==> src/rtl/instr_loader_pkg.sv <==
// instr_loader_pkg: shared types and constants for the instruction-memory loader.
//   state_e   : loader FSM states
//   HDR_BYTES : length header size in bytes
//   CSUM_W    : width of the running checksum (INSTR_LOADER_CHECKSUM_EN builds)
package instr_loader_pkg;

    typedef enum logic [2:0] {
        HDR  = 3'd0,
        DATA = 3'd1,
        CSUM = 3'd2,
        DONE = 3'd3,
        ERR  = 3'd4
    } state_e;

    localparam int HDR_BYTES = 4;
    localparam int CSUM_W    = 8;

endpackage

==> src/rtl/instr_loader_pack.sv <==
// instr_loader_pack: byte-lane assembler for 32-bit little-endian words.
//   clk, rstn  : clock, asynchronous active-low reset
//   in_valid   : byte strobe
//   in_byte    : byte value
//   in_lane    : destination lane (0 = bits 7:0)
//   in_last    : byte is the final one of the image; emit even if lanes remain
//   word_rdy   : combinational strobe, word complete this cycle
//   word       : packed word including the current byte; unfilled lanes are 0
module instr_loader_pack (
    input  logic        clk,
    input  logic        rstn,
    input  logic        in_valid,
    input  logic [7:0]  in_byte,
    input  logic [1:0]  in_lane,
    input  logic        in_last,
    output logic        word_rdy,
    output logic [31:0] word
);

    logic [3:0][7:0] lanes_q, lanes_d, merged;

    always_comb begin
        merged          = lanes_q;
        merged[in_lane] = in_byte;
        word_rdy        = in_valid && ((in_lane == 2'd3) || in_last);
        word            = merged;
        lanes_d         = lanes_q;
        // Clearing on emit is what keeps the upper lanes of a short final word at 0.
        if (in_valid) lanes_d = word_rdy ? '0 : merged;
    end

    always_ff @(posedge clk or negedge rstn) begin
        if (!rstn) lanes_q <= '0;
        else       lanes_q <= lanes_d;
    end

endmodule

==> src/rtl/instr_loader.sv <==
// instr_loader: parses a 4-byte little-endian length header from a UART byte
// stream, then packs the image into 32-bit words written to instruction memory.
//   clk, rstn     : clock, asynchronous active-low reset
//   rx_valid/data : incoming byte strobe and value (no backpressure)
//   wr_en/addr/data : registered one-cycle word write; addr/data hold otherwise
//   busy          : header or image reception in progress
//   done          : image complete (sticky)
//   len_err       : header length larger than memory (sticky, terminal)
//   checksum_err  : trailing checksum byte mismatched (sticky)
// Optional feature: define INSTR_LOADER_CHECKSUM_EN to expect one trailing
// byte holding the mod-256 sum of the data bytes; otherwise checksum_err = 0.
module instr_loader #(
    parameter int ADDR_W = 10
) (
    input  logic              clk,
    input  logic              rstn,
    input  logic              rx_valid,
    input  logic [7:0]        rx_data,
    output logic              wr_en,
    output logic [ADDR_W-1:0] wr_addr,
    output logic [31:0]       wr_data,
    output logic              busy,
    output logic              done,
    output logic              len_err,
    output logic              checksum_err
);

    import instr_loader_pkg::*;

    localparam logic [31:0] MEM_BYTES = 32'(1) << ADDR_W;

    state_e            state_q, state_d;
    logic [1:0]        hdr_cnt_q, hdr_cnt_d;
    logic [23:0]       hdr_q, hdr_d;
    logic [ADDR_W-1:0] last_q, last_d;   // index of the final data byte (len-1)
    logic [ADDR_W-1:0] cnt_q, cnt_d;
    logic              wr_en_q, wr_en_d;
    logic [ADDR_W-1:0] wr_addr_q, wr_addr_d;
    logic [31:0]       wr_data_q, wr_data_d;
    logic [31:0]       len32;
    logic              pk_valid, pk_last, pk_rdy;
    logic [31:0]       pk_word;
    logic              csum_ok;

    // Full length becomes visible only as the 4th header byte arrives.
    assign len32 = {rx_data, hdr_q};

`ifdef INSTR_LOADER_CHECKSUM_EN
    localparam state_e AFTER_DATA = CSUM;
    logic [CSUM_W-1:0] sum_q, sum_d;
    logic              cerr_q, cerr_d;
    assign csum_ok = (rx_data == sum_q);
`else
    localparam state_e AFTER_DATA = DONE;
    assign csum_ok = 1'b1;
`endif

    instr_loader_pack u_pack (
        .clk      (clk),
        .rstn     (rstn),
        .in_valid (pk_valid),
        .in_byte  (rx_data),
        .in_lane  (cnt_q[1:0]),
        .in_last  (pk_last),
        .word_rdy (pk_rdy),
        .word     (pk_word)
    );

    // State register
    always_ff @(posedge clk or negedge rstn) begin
        if (!rstn) state_q <= HDR;
        else       state_q <= state_d;
    end

    // Next state plus header/counter bookkeeping
    always_comb begin
        state_d   = state_q;
        hdr_cnt_d = hdr_cnt_q;
        hdr_d     = hdr_q;
        last_d    = last_q;
        cnt_d     = cnt_q;
        case (state_q)
            HDR: if (rx_valid) begin
                hdr_cnt_d = hdr_cnt_q + 2'd1;
                cnt_d     = '0;
                case (hdr_cnt_q)
                    2'd0: hdr_d[7:0]   = rx_data;
                    2'd1: hdr_d[15:8]  = rx_data;
                    2'd2: hdr_d[23:16] = rx_data;
                    default: begin
                        // Low bits minus one also covers len == MEM_BYTES (all ones).
                        last_d = len32[ADDR_W-1:0] - ADDR_W'(1);
                        if (len32 > MEM_BYTES)  state_d = ERR;
                        else if (len32 == 32'd0) state_d = AFTER_DATA;
                        else                     state_d = DATA;
                    end
                endcase
            end
            DATA: if (rx_valid) begin
                cnt_d = cnt_q + ADDR_W'(1);
                if (cnt_q == last_q) state_d = AFTER_DATA;
            end
`ifdef INSTR_LOADER_CHECKSUM_EN
            CSUM: if (rx_valid) state_d = DONE;
`endif
            default: state_d = state_q;
        endcase
    end

    // Outputs
    always_comb begin
        pk_valid = rx_valid && (state_q == DATA);
        pk_last  = (cnt_q == last_q);
        busy     = ((state_q == HDR) && (hdr_cnt_q != 2'd0)) ||
                   (state_q == DATA) || (state_q == CSUM);
        done     = (state_q == DONE);
        len_err  = (state_q == ERR);
    end

    // Write port: registered strobe, address/data hold between writes
    always_comb begin
        wr_en_d   = pk_rdy;
        wr_addr_d = pk_rdy ? {cnt_q[ADDR_W-1:2], 2'b00} : wr_addr_q;
        wr_data_d = pk_rdy ? pk_word : wr_data_q;
    end

    always_ff @(posedge clk or negedge rstn) begin
        if (!rstn) begin
            hdr_cnt_q <= '0;
            hdr_q     <= '0;
            last_q    <= '0;
            cnt_q     <= '0;
            wr_en_q   <= 1'b0;
            wr_addr_q <= '0;
            wr_data_q <= '0;
        end else begin
            hdr_cnt_q <= hdr_cnt_d;
            hdr_q     <= hdr_d;
            last_q    <= last_d;
            cnt_q     <= cnt_d;
            wr_en_q   <= wr_en_d;
            wr_addr_q <= wr_addr_d;
            wr_data_q <= wr_data_d;
        end
    end

    assign wr_en   = wr_en_q;
    assign wr_addr = wr_addr_q;
    assign wr_data = wr_data_q;

`ifdef INSTR_LOADER_CHECKSUM_EN
    always_comb begin
        sum_d  = sum_q;
        cerr_d = cerr_q;
        if (pk_valid) sum_d = sum_q + rx_data;
        if (rx_valid && (state_q == CSUM) && !csum_ok) cerr_d = 1'b1;
    end

    always_ff @(posedge clk or negedge rstn) begin
        if (!rstn) begin
            sum_q  <= '0;
            cerr_q <= 1'b0;
        end else begin
            sum_q  <= sum_d;
            cerr_q <= cerr_d;
        end
    end

    assign checksum_err = cerr_q;
`else
    assign checksum_err = 1'b0;
    logic unused_csum;
    assign unused_csum = csum_ok;
`endif

endmodule
==> config.mk <==
export PLATFORM = sky130hd
export DESIGN_NAME = instr_loader
export DESIGN_NICKNAME = d
export VERILOG_FILES = /design/src/rtl/instr_loader_pkg.sv /design/src/rtl/instr_loader_pack.sv /design/src/rtl/instr_loader.sv
export SDC_FILE = /design/constraint.sdc
export NUM_CORES = 1
export LEC_CHECK = 0
export CAP_MARGIN = 20
export CELL_PAD_IN_SITES_DETAIL_PLACEMENT = 0
export CELL_PAD_IN_SITES_GLOBAL_PLACEMENT = 2
export CORE_ASPECT_RATIO = 0.75
export CORE_MARGIN = 2
export CORE_UTILIZATION = 38
export DETAILED_ROUTE_END_ITERATION = 10
export PLACE_DENSITY = 0.79
export SLEW_MARGIN = 20
export SYNTH_ARGS = -nofsm -noshare
export SYNTH_HDL_FRONTEND = slang
export SYNTH_SLANG_ARGS = --single-unit
==> constraint.sdc <==
create_clock -name clk -period 2.5 [get_ports clk]
set_input_delay 0.25 -clock clk [delete_from_list [all_inputs] [get_ports clk]]
set_output_delay 0.25 -clock clk [all_outputs]
set_load 0.01 [all_outputs]
Word-level counts from Yosys, hierarchy flattened
Index checks and enable logic that the tools add are counted.
{ "totals": {"register_bits": 122, "inputBits": 11, "out_inout_bits": 47, "elab_cells": 67} }
{ "op_classes": {"addsub": 3, "magnitude_cmp": 3, "eq_ne": 12, "muxes": 14, "n_bitwise": 1, "reduce_logical": 20} }
{ "op_table": {"columns": ["operator", "count"], "rows": [
  ["32-bit bitwise mux", 1],
  ["32-bit by 11-bit > comparator with 1-bit output (second input constant)", 1],
  ["32-bit zero test", 1],
  ["32-bit 2-to-1 mux", 1],
  ["10-bit 2-to-1 mux", 2],
  ["10-bit case mux with 2 select lines", 1],
  ["8-bit demux with 2-bit select", 1],
  ["3-bit 2-to-1 mux", 5],
  ["3-bit AND reduction", 5],
  ["10-bit by 1-bit adder with 10-bit output (second input constant)", 1],
  ["10-bit == test", 1],
  ["10-bit by 1-bit subtractor with 10-bit output (second input constant)", 1],
  ["8-bit 2-to-1 mux", 1],
  ["3-bit by 2-bit == test with 1-bit output (second input constant)", 2],
  ["2-bit inequality test (second input constant)", 3],
  ["3-bit case mux with 2 select lines", 1],
  ["5-bit AND reduction", 1],
  ["2-bit == test (second input constant)", 2],
  ["1-bit logical AND", 4],
  ["2-bit nonzero test", 2],
  ["3-bit by 1-bit == test with 1-bit output (second input constant)", 1],
  ["3-bit == test (second input constant)", 1],
  ["3-bit zero test", 1],
  ["1-bit logical OR", 3],
  ["10 further kinds", 10]
]} }

Longest topological paths before layout
Gate-level depths: netlist (run 1).
{ "depth": {"word_depth": 6, "depth_mapped": 9, "ltp_nobuf": 6} }

Cells and area by module
Synthesis (run 1) repeated with hierarchy kept, for this count alone.
{ "unflattened": {"hier_cells": 485, "hier_area_um2": 5841.9} }
{ "modules_own_cells": {"columns": ["module", "n_inst", "cells_each", "area_each_um2", "seq_area_each_um2"], "rows": [
  ["instr_loader", 1, 306, 3961.3, 2252.2],
  ["instr_loader_pack", 1, 179, 1880.6, 800.8]
]} }

Least setup slack after synthesis (run 1)
No wires, ideal clock.
{ "synth_timing": {"kind": "reg-to-reg", "from": "register state_q[1]", "to": "register wr_addr_q[7] (netlist: wr_addr[7])", "setup_time_ns": 0.125, "t_arrival_ns": 2.101, "required_ns": 2.375, "setup_slack_ns": 0.274, "stages_incl_launch_ff": 10, "path_buffers": 4, "period_less_slack_ns": 2.226, "cell_sequence": "dfrtp_1 > buf_6 > and4bb_1 > buf_6 > nand4_2 > or4_4 > buf_6 > nand2_8 > buf_12 > mux2_4"} }
{ "synth_between": {"elab_chain_len": 3} }
{ "synth_lines": {"columns": ["element", "line_no", "text"], "rows": [
  ["start, declared", "instr_loader.sv:32", "state_e state_q, state_d;"],
  ["start signal, assigned", "instr_loader.sv:72", "else state_q <= state_d;"],
  ["3-bit by 1-bit == test with 1-bit output", "instr_loader.sv:112", "pk_valid = rx_valid && (state_q == DATA);"],
  ["1-bit logical AND", "instr_loader.sv:112", null],
  ["1-bit logical AND", "instr_loader_pack.sv:25", "word_rdy = in_valid && ((in_lane == 2'd3) || in_last);"],
  ["end signal, assigned", "instr_loader.sv:142", "wr_addr_q <= wr_addr_d;"],
  ["end, declared", "instr_loader.sv:38", "logic [ADDR_W-1:0] wr_addr_q, wr_addr_d;"]
]} }
No other way between the ends.
A chain may end at the register's enable or synchronous reset.

Final worst setup path (run 1)
{ "layout_timing": {"from": "register hdr_cnt_q[0]", "to": "output port busy"} }
{ "layout_between": {"elab_chain_len": 4} }
{ "layout_lines": {"columns": ["element", "line_no", "text"], "rows": [
  ["start, declared", "instr_loader.sv:33", "logic [1:0] hdr_cnt_q, hdr_cnt_d;"],
  ["start signal, assigned", "instr_loader.sv:137", "hdr_cnt_q <= hdr_cnt_d;"],
  ["2-bit nonzero test", "instr_loader.sv:114", "busy = ((state_q == HDR) && (hdr_cnt_q != 2'd0)) ||"],
  ["1-bit logical AND", "instr_loader.sv:114", null],
  ["1-bit logical OR", "instr_loader.sv:114", null],
  ["1-bit logical OR", "instr_loader.sv:115", "(state_q == DATA) || (state_q == CSUM);"],
  ["end, declared", "instr_loader.sv:22", "output logic busy,"]
]} }
No other way between the ends.

==> results of run 1 <==
==> cells by family after synthesis <==
group	Yosys count	synth area share [%]
compound gates	96	9.67
other cells	1	0.0636
simple gates	139	12.6
xor+xnor	27	4.01
flops	122	51.8
fa+ha+maj	10	2.12
mux	68	15.2
buf+inv	45	4.56
==> stage by stage <==
step	util, %	hold WS, ns
after global routing	47.9	0.332
after detailed placement	44.0	0.199
after floorplan	-	-0.0456
after global placement	44.0	0.199
after CTS	47.9	0.306
final	47.9	0.309
==> worst paths after layout <==
kind / end / start
worst max-delay path: busy / hdr_cnt_q[0]$_DFFE_PN0P_
worst min-delay path: wr_data[29]$_DFFE_PN0P_ / rstn
worst max register to register: wr_data[3]$_DFFE_PN0P_ / state_q[2]$_DFFE_PN0P_
worst min register to register: u_pack.lanes_q[19]$_DFFE_PN0P_ / u_pack.lanes_q[19]$_DFFE_PN0P_
max in group asynchronous: wr_data[15]$_DFFE_PN0P_ / rstn
min in group clk: u_pack.lanes_q[19]$_DFFE_PN0P_ / u_pack.lanes_q[19]$_DFFE_PN0P_
==> flip-flops by register name, summed over array words and instances (netlist names) <==
register	count
wr_addr	8
wr_data	32
hdr_q	24
hdr_cnt_q	2
cnt_q	10
u_pack.lanes_q	32
last_q	10
wr_en	1
state_q	3
==> cell type report <==
type                    count  share of cell area, %
clock buffers              17                   5.83
clock inverters            15                   2.31
inverters                  11                  0.566
multi-input cells         343                   35.4
flip-flops and latches    122                   41.8
well taps                 205                   3.51
repair buffers             78                   10.6
==> per-layer routing <==
layer,vias up,wire length [um],GRT usage (%)
met2,80,5700,25.7
met5,-,0,0
met3,21,471,3.98
li1,1878,-,-
met1,1875,6410,23.8
met4,0,239,6.79
==> cells in the mapped netlist, types with 3 or more instances <==
cell and number:
nor3_1 5, nand2_1 51, nand3_1 4, dfrtp_1 122
nor2b_1 24, nor4_1 6, mux2_4 35, and2_2 3
nor2_1 19, buf_12 4, and3_2 4, buf_4 3
clkbuf_1 21, a21oi_1 24, xnor2_1 18, inv_1 11
nand4_1 6, o21ai_0 40, mux2_2 33, a21o_1 24
nor3b_1 3, ha_1 10, buf_6 3, and3_1 3
xor2_1 9
==> power by group through the flow <==
stage / Sequential (mW) / Clock (mW) / Combinational [mW]
3_3_place_gp: 3.02 / 0 / 2.62
6_report: 3.02 / 2.41 / 2.67
4_1_cts: 3.02 / 2.48 / 2.71
5_1_grt: 3.12 / 2.57 / 2.98
2_1_floorplan: 3.00 / 0 / 1.79
3_5_place_dp: 3.05 / 0 / 2.70
==> worst max-delay path: cells and delay by family (launching register included) <==
family,cells,cell delay [ns]
buf+inv,2,0.70
flops,1,0.39
compound gates,1,0.23
fa+ha+maj,1,0.22
simple gates,1,0.14
==> results.toml, run 1 <==
[run_status]
outcome = "completed"

[synthesis]
ys_seq_area_share_pct = 51.8
synth_flop_cell = "dfrtp_1"
synth_largest_area_cell = "dfrtp_1"
synth-edff-count = 0
synth-seq-cells = 122
avgSynthCellArea_um2 = 11.6
synthArstFlopShare_pct = 100
synth.cell_area_um2 = 5900
synthTopCellsByArea = "dfrtp_1 (52%), mux2_4 (8.9%), mux2_2 (6.3%), o21ai_0 (3.4%), nand2_1 (3.2%)"
synth_cell_type_count = 45
synth_top_area_share_pct = 51.8
yosys_warnings = 0
synth_cells = 508

[min_path]
min_path_type = "in -> async"

[sta]
setup_viol = 0
min_period_ns = 2.33
finalClockSkew_ns = 0.0101
hold_viol = 0
fin_setup_tns_ns = 0
fin_crit_sh_pct = 93.1
layout_setup_ws_ns = 0.172
slew_headroom_pct = 59.4
finalMaxSlewViolations = 0
rsz0062_at_grt = "no"
fmax_mhz = 429
worstMarginPinSlew_ns = 0.609

[layout]
register_area_um2 = 3050
final_common_cell = "dfrtp_1"
final_nets = 594
final_layout_size_suffix_gt1_share_pct = 23.9
fillers = 1399
final_area_um2 = 7300
fin_cells = 791
final_cell_mix = "dfrtp_1 (122), clkdlybuf4s50_1 (53), nand2_1 (51)"
antenna_cells = 0
syn_to_final_growth_pct = 23.8
multi_input_area_um2 = 2580

[clock_tree]
cts_tree = "built"
cts_root_buffer = "clkbuf_16"
cts_hold_buffers = 1
clk_path_buf_depth = 2
htree_levels = 4
cts.sinks = 122
cts_buffers = 17
cts_setup_buffers = 0
clk_latency_ns = 0.41
clkTransAtPathRegs_ns = 0.06
post_cts_resized = 0

[setup_path]
cp-end-kind = "output port"
r2r_cells = 6
cp_data_required_time_ns = 2.25
slowest_stage = "clkdlybuf4s50_1"
critPathMaxStageDelay_ns = 0.59
ff2ff_setup_slack_ns = 0.34
path_class = "reg -> out"
arrival_ns = 2.08
path_cells = "inv_1 -> ha_1 -> nor3b_1 -> a211oi_1 -> clkdlybuf4s50_1"
worstPathMaxFanout = 3
start_kind = "flop"

[global_routing]
globalRoute.totalOverflow = 0
grt_max_degree = 45
grt_pass1_wl_mm = 21.5
grtUsageTotal_pct = 17.0
grt_pass1_vias = 4108
antenna_found_initial = 0

[floorplan]
die_w_um = 148
fp-row-count = 39
die-area_um2 = 16500
coreArea_um2 = 15200
die-height_um = 112
initial_core_util_pct = 38.7
ios = 58

[placement]
place_ws_ns = 0.0493
gp_congestion = 0.763
portBuffers = 54
dp_cells = 758
placed_area_um2 = 6700
dp_hpwl_mm = 9.02

[drt]
wl_per_cell_um = 16.2
ant_nets = 0
drtIter0Drc = 248
dr.pass1.iters = 6
drc = 0
via_per_inst = 4.87
vias = 3854
routed_wl_mm = 12.8

[power_and_ir_drop]
pwr-share-seq_pct = 37.3
cellPowerDensity_nw_per_um2 = 1110
power.total_mw = 8.09
cell_internal_pwr_mw = 5.51
clockPowerShare_pct = 29.8
p_sw_mw = 2.59
ir_drop_mv = 0.506
swShare_pct = 31.9
power_frac_comb_pct = 33.0
power_leakage_nw = 3.31

[job]
maxCapViolations = 0
(Power assumes the default switching activity.)
==> run 2, diff against run 1 <==
--- a/config.mk
+++ b/config.mk
@@ -11,6 +11,7 @@
 export CORE_ASPECT_RATIO = 0.75
 export CORE_MARGIN = 2
 export CORE_UTILIZATION = 38
+export CTS_CLUSTER_SIZE = 14
 export DETAILED_ROUTE_END_ITERATION = 10
 export PLACE_DENSITY = 0.79
 export SLEW_MARGIN = 20
==> results of run 2 <==
Same layout as run 1: the final DEF is identical, and so are final timing and power.
==> run 3, diff against run 2 <==
--- a/config.mk
+++ b/config.mk
@@ -13,7 +13,7 @@
 export CORE_UTILIZATION = 38
 export CTS_CLUSTER_SIZE = 14
 export DETAILED_ROUTE_END_ITERATION = 10
-export PLACE_DENSITY = 0.79
+export PLACE_DENSITY_LB_ADDON = 0.2
 export SLEW_MARGIN = 20
 export SYNTH_ARGS = -nofsm -noshare
 export SYNTH_HDL_FRONTEND = slang
==> run 3 against run 2 <==
Net effect:
- clock power grew 3%
- wire length is 0.68% higher
- largest power group unchanged
- critical path type unchanged
- critical path depth did not move
- first-iteration DRC count is 2.4% lower
- critical endpoint unchanged
- clock skew fell by 0.0020 ns
- total power grew 0.77%
- sequential power about the same
==> results.toml, run 3 (synthesized netlist as in run 1, its figures left out) <==
[floorplan]
ios = 58
fp-row-count = 39
die-height_um = 112
initial_core_util_pct = 38.7
die-area_um2 = 16500
die_w_um = 148
coreArea_um2 = 15200

[run_status]
outcome = "completed"

[min_path]
min_path_type = "in -> async"

[setup_path]
start_kind = "flop"
critPathMaxStageDelay_ns = 0.57
path_class = "reg -> out"
slowest_stage = "clkdlybuf4s50_1"
arrival_ns = 2.04
path_cells = "inv_1 -> ha_1 -> nor3b_1 -> a211oi_1 -> clkdlybuf4s50_1"
startpoint = "hdr_cnt_q[0]$_DFFE_PN0P_"
cp_data_required_time_ns = 2.25
regToRegStartpoint = "state_q[2]$_DFFE_PN0P_"
worstPathMaxFanout = 3
cp-end-kind = "output port"

[drt]
routed_wl_mm = 12.9
met2WireLength_mm = 5.64
highest_layer = "met4"
via_per_inst = 4.87
vias = 3857
dr.pass1.iters = 5
drc = 0
wl_met1_mm = 6.36
wl_per_cell_um = 16.3
wl_met3_um = 727
ant_nets = 0
drtIter0Drc = 242

[global_routing]
grt_pass1_vias = 3897
grt_pass1_wl_mm = 21.4
globalRoute.totalOverflow = 0
grt_max_degree = 54
grtUsageTotal_pct = 17.0
antenna_found_initial = 0

[clock_tree]
clk_path_buf_depth = 2
htree_levels = 4
cts_tree = "built"
clkTransAtPathRegs_ns = 0.05
cts_root_buffer = "clkbuf_16"
post_cts_resized = 0
cts_buffers = 17
clk_latency_ns = 0.41
cts.sinks = 122

[sta]
min_period_ns = 2.29
worstMarginPinSlew_ns = 0.705
finalClockSkew_ns = 0.00805
fmax_mhz = 438
whs_ns = 0.431
hold_viol = 0
finalMaxSlewViolations = 0
fin_crit_sh_pct = 91.4
slew_headroom_pct = 53.0
rsz0062_at_grt = "no"
fin_setup_tns_ns = 0
setup_viol = 0
layout_setup_ws_ns = 0.215

[layout]
antenna_cells = 0
syn_to_final_growth_pct = 23.9
final_common_cell = "dfrtp_1"
final_layout_size_suffix_gt1_share_pct = 23.3
final_cell_mix = "dfrtp_1 (122), clkdlybuf4s50_1 (53), nand2_1 (51)"
final_area_um2 = 7310
final_nets = 596

[placement]
gp_congestion = 0.808
portBuffers = 54
place_ws_ns = 0.0558
placed_area_um2 = 6710
dp_hpwl_mm = 8.91

[power_and_ir_drop]
power.total_mw = 8.16
cellPowerDensity_nw_per_um2 = 1120
ir_drop_mv = 0.533
power_leakage_nw = 3.34

[job]
maxCapViolations = 0
-- run 3: final timing paths --
path                                                  end  slack (ns)  cells past startpoint
setup / recovery                                     busy        0.21                      5
hold reg to reg             u_pack.lanes_q[2]$_DFFE_PN0P_        0.47                      2
min in group clk            u_pack.lanes_q[2]$_DFFE_PN0P_        0.47                      2
setup reg to reg                  wr_data[22]$_DFFE_PN0P_        0.29                      6
hold / removal                    wr_data[28]$_DFFE_PN0P_        0.43                      2
max in group asynchronous  u_pack.lanes_q[17]$_DFFE_PN0P_        1.37                      3
-- run 3: metal layers --
metal  GRT usage, %  vias to the layer above
met5              0                        -
met4           5.02                        0
met3           4.84                       12
met2           24.7                       96
met1           24.7                     1873
li1               -                     1876
-- run 3: per-stage QoR --
stage,cells,utilization (%)
2_1_floorplan,510,-
3_3_place_gp,760,44.1
3_5_place_dp,760,44.1
4_1_cts,792,48.0
5_1_grt,792,48.0
6_report,792,48.0
-- run 3: area by class of cell --
cell class,instances,area (um2)
Clock inverter,10,150
Tap cell,205,256
Multi-Input combinational cell,343,2580
Fill cell,1369,7910
Sequential cell,122,3050
Inverter,11,41.3
Clock buffer,21,440
Timing Repair Buffer,80,786
-- run 3: what timing repair did --
item | CTS | global route
hold buffers | 1 | 0
hold endpoints to repair | 50 | 0
setup buffers | 0 | 0
-- run 3: critical path, delay by kind of cell (launching register included) --
kind	cells	cell delay, ns
AO/OA/AOI/OAI	1	0.24
adder cells (fa/ha/maj)	1	0.21
buffers and inverters	2	0.67
flip-flops	1	0.37
AND/OR/NAND/NOR	1	0.13
-- run 3: where the power goes --
group	leakage [nW]	internal, mW	switching (mW)
registers	1.49	2.57	0.430
logic	1.56	1.46	1.21
clock network	0.294	1.65	0.832
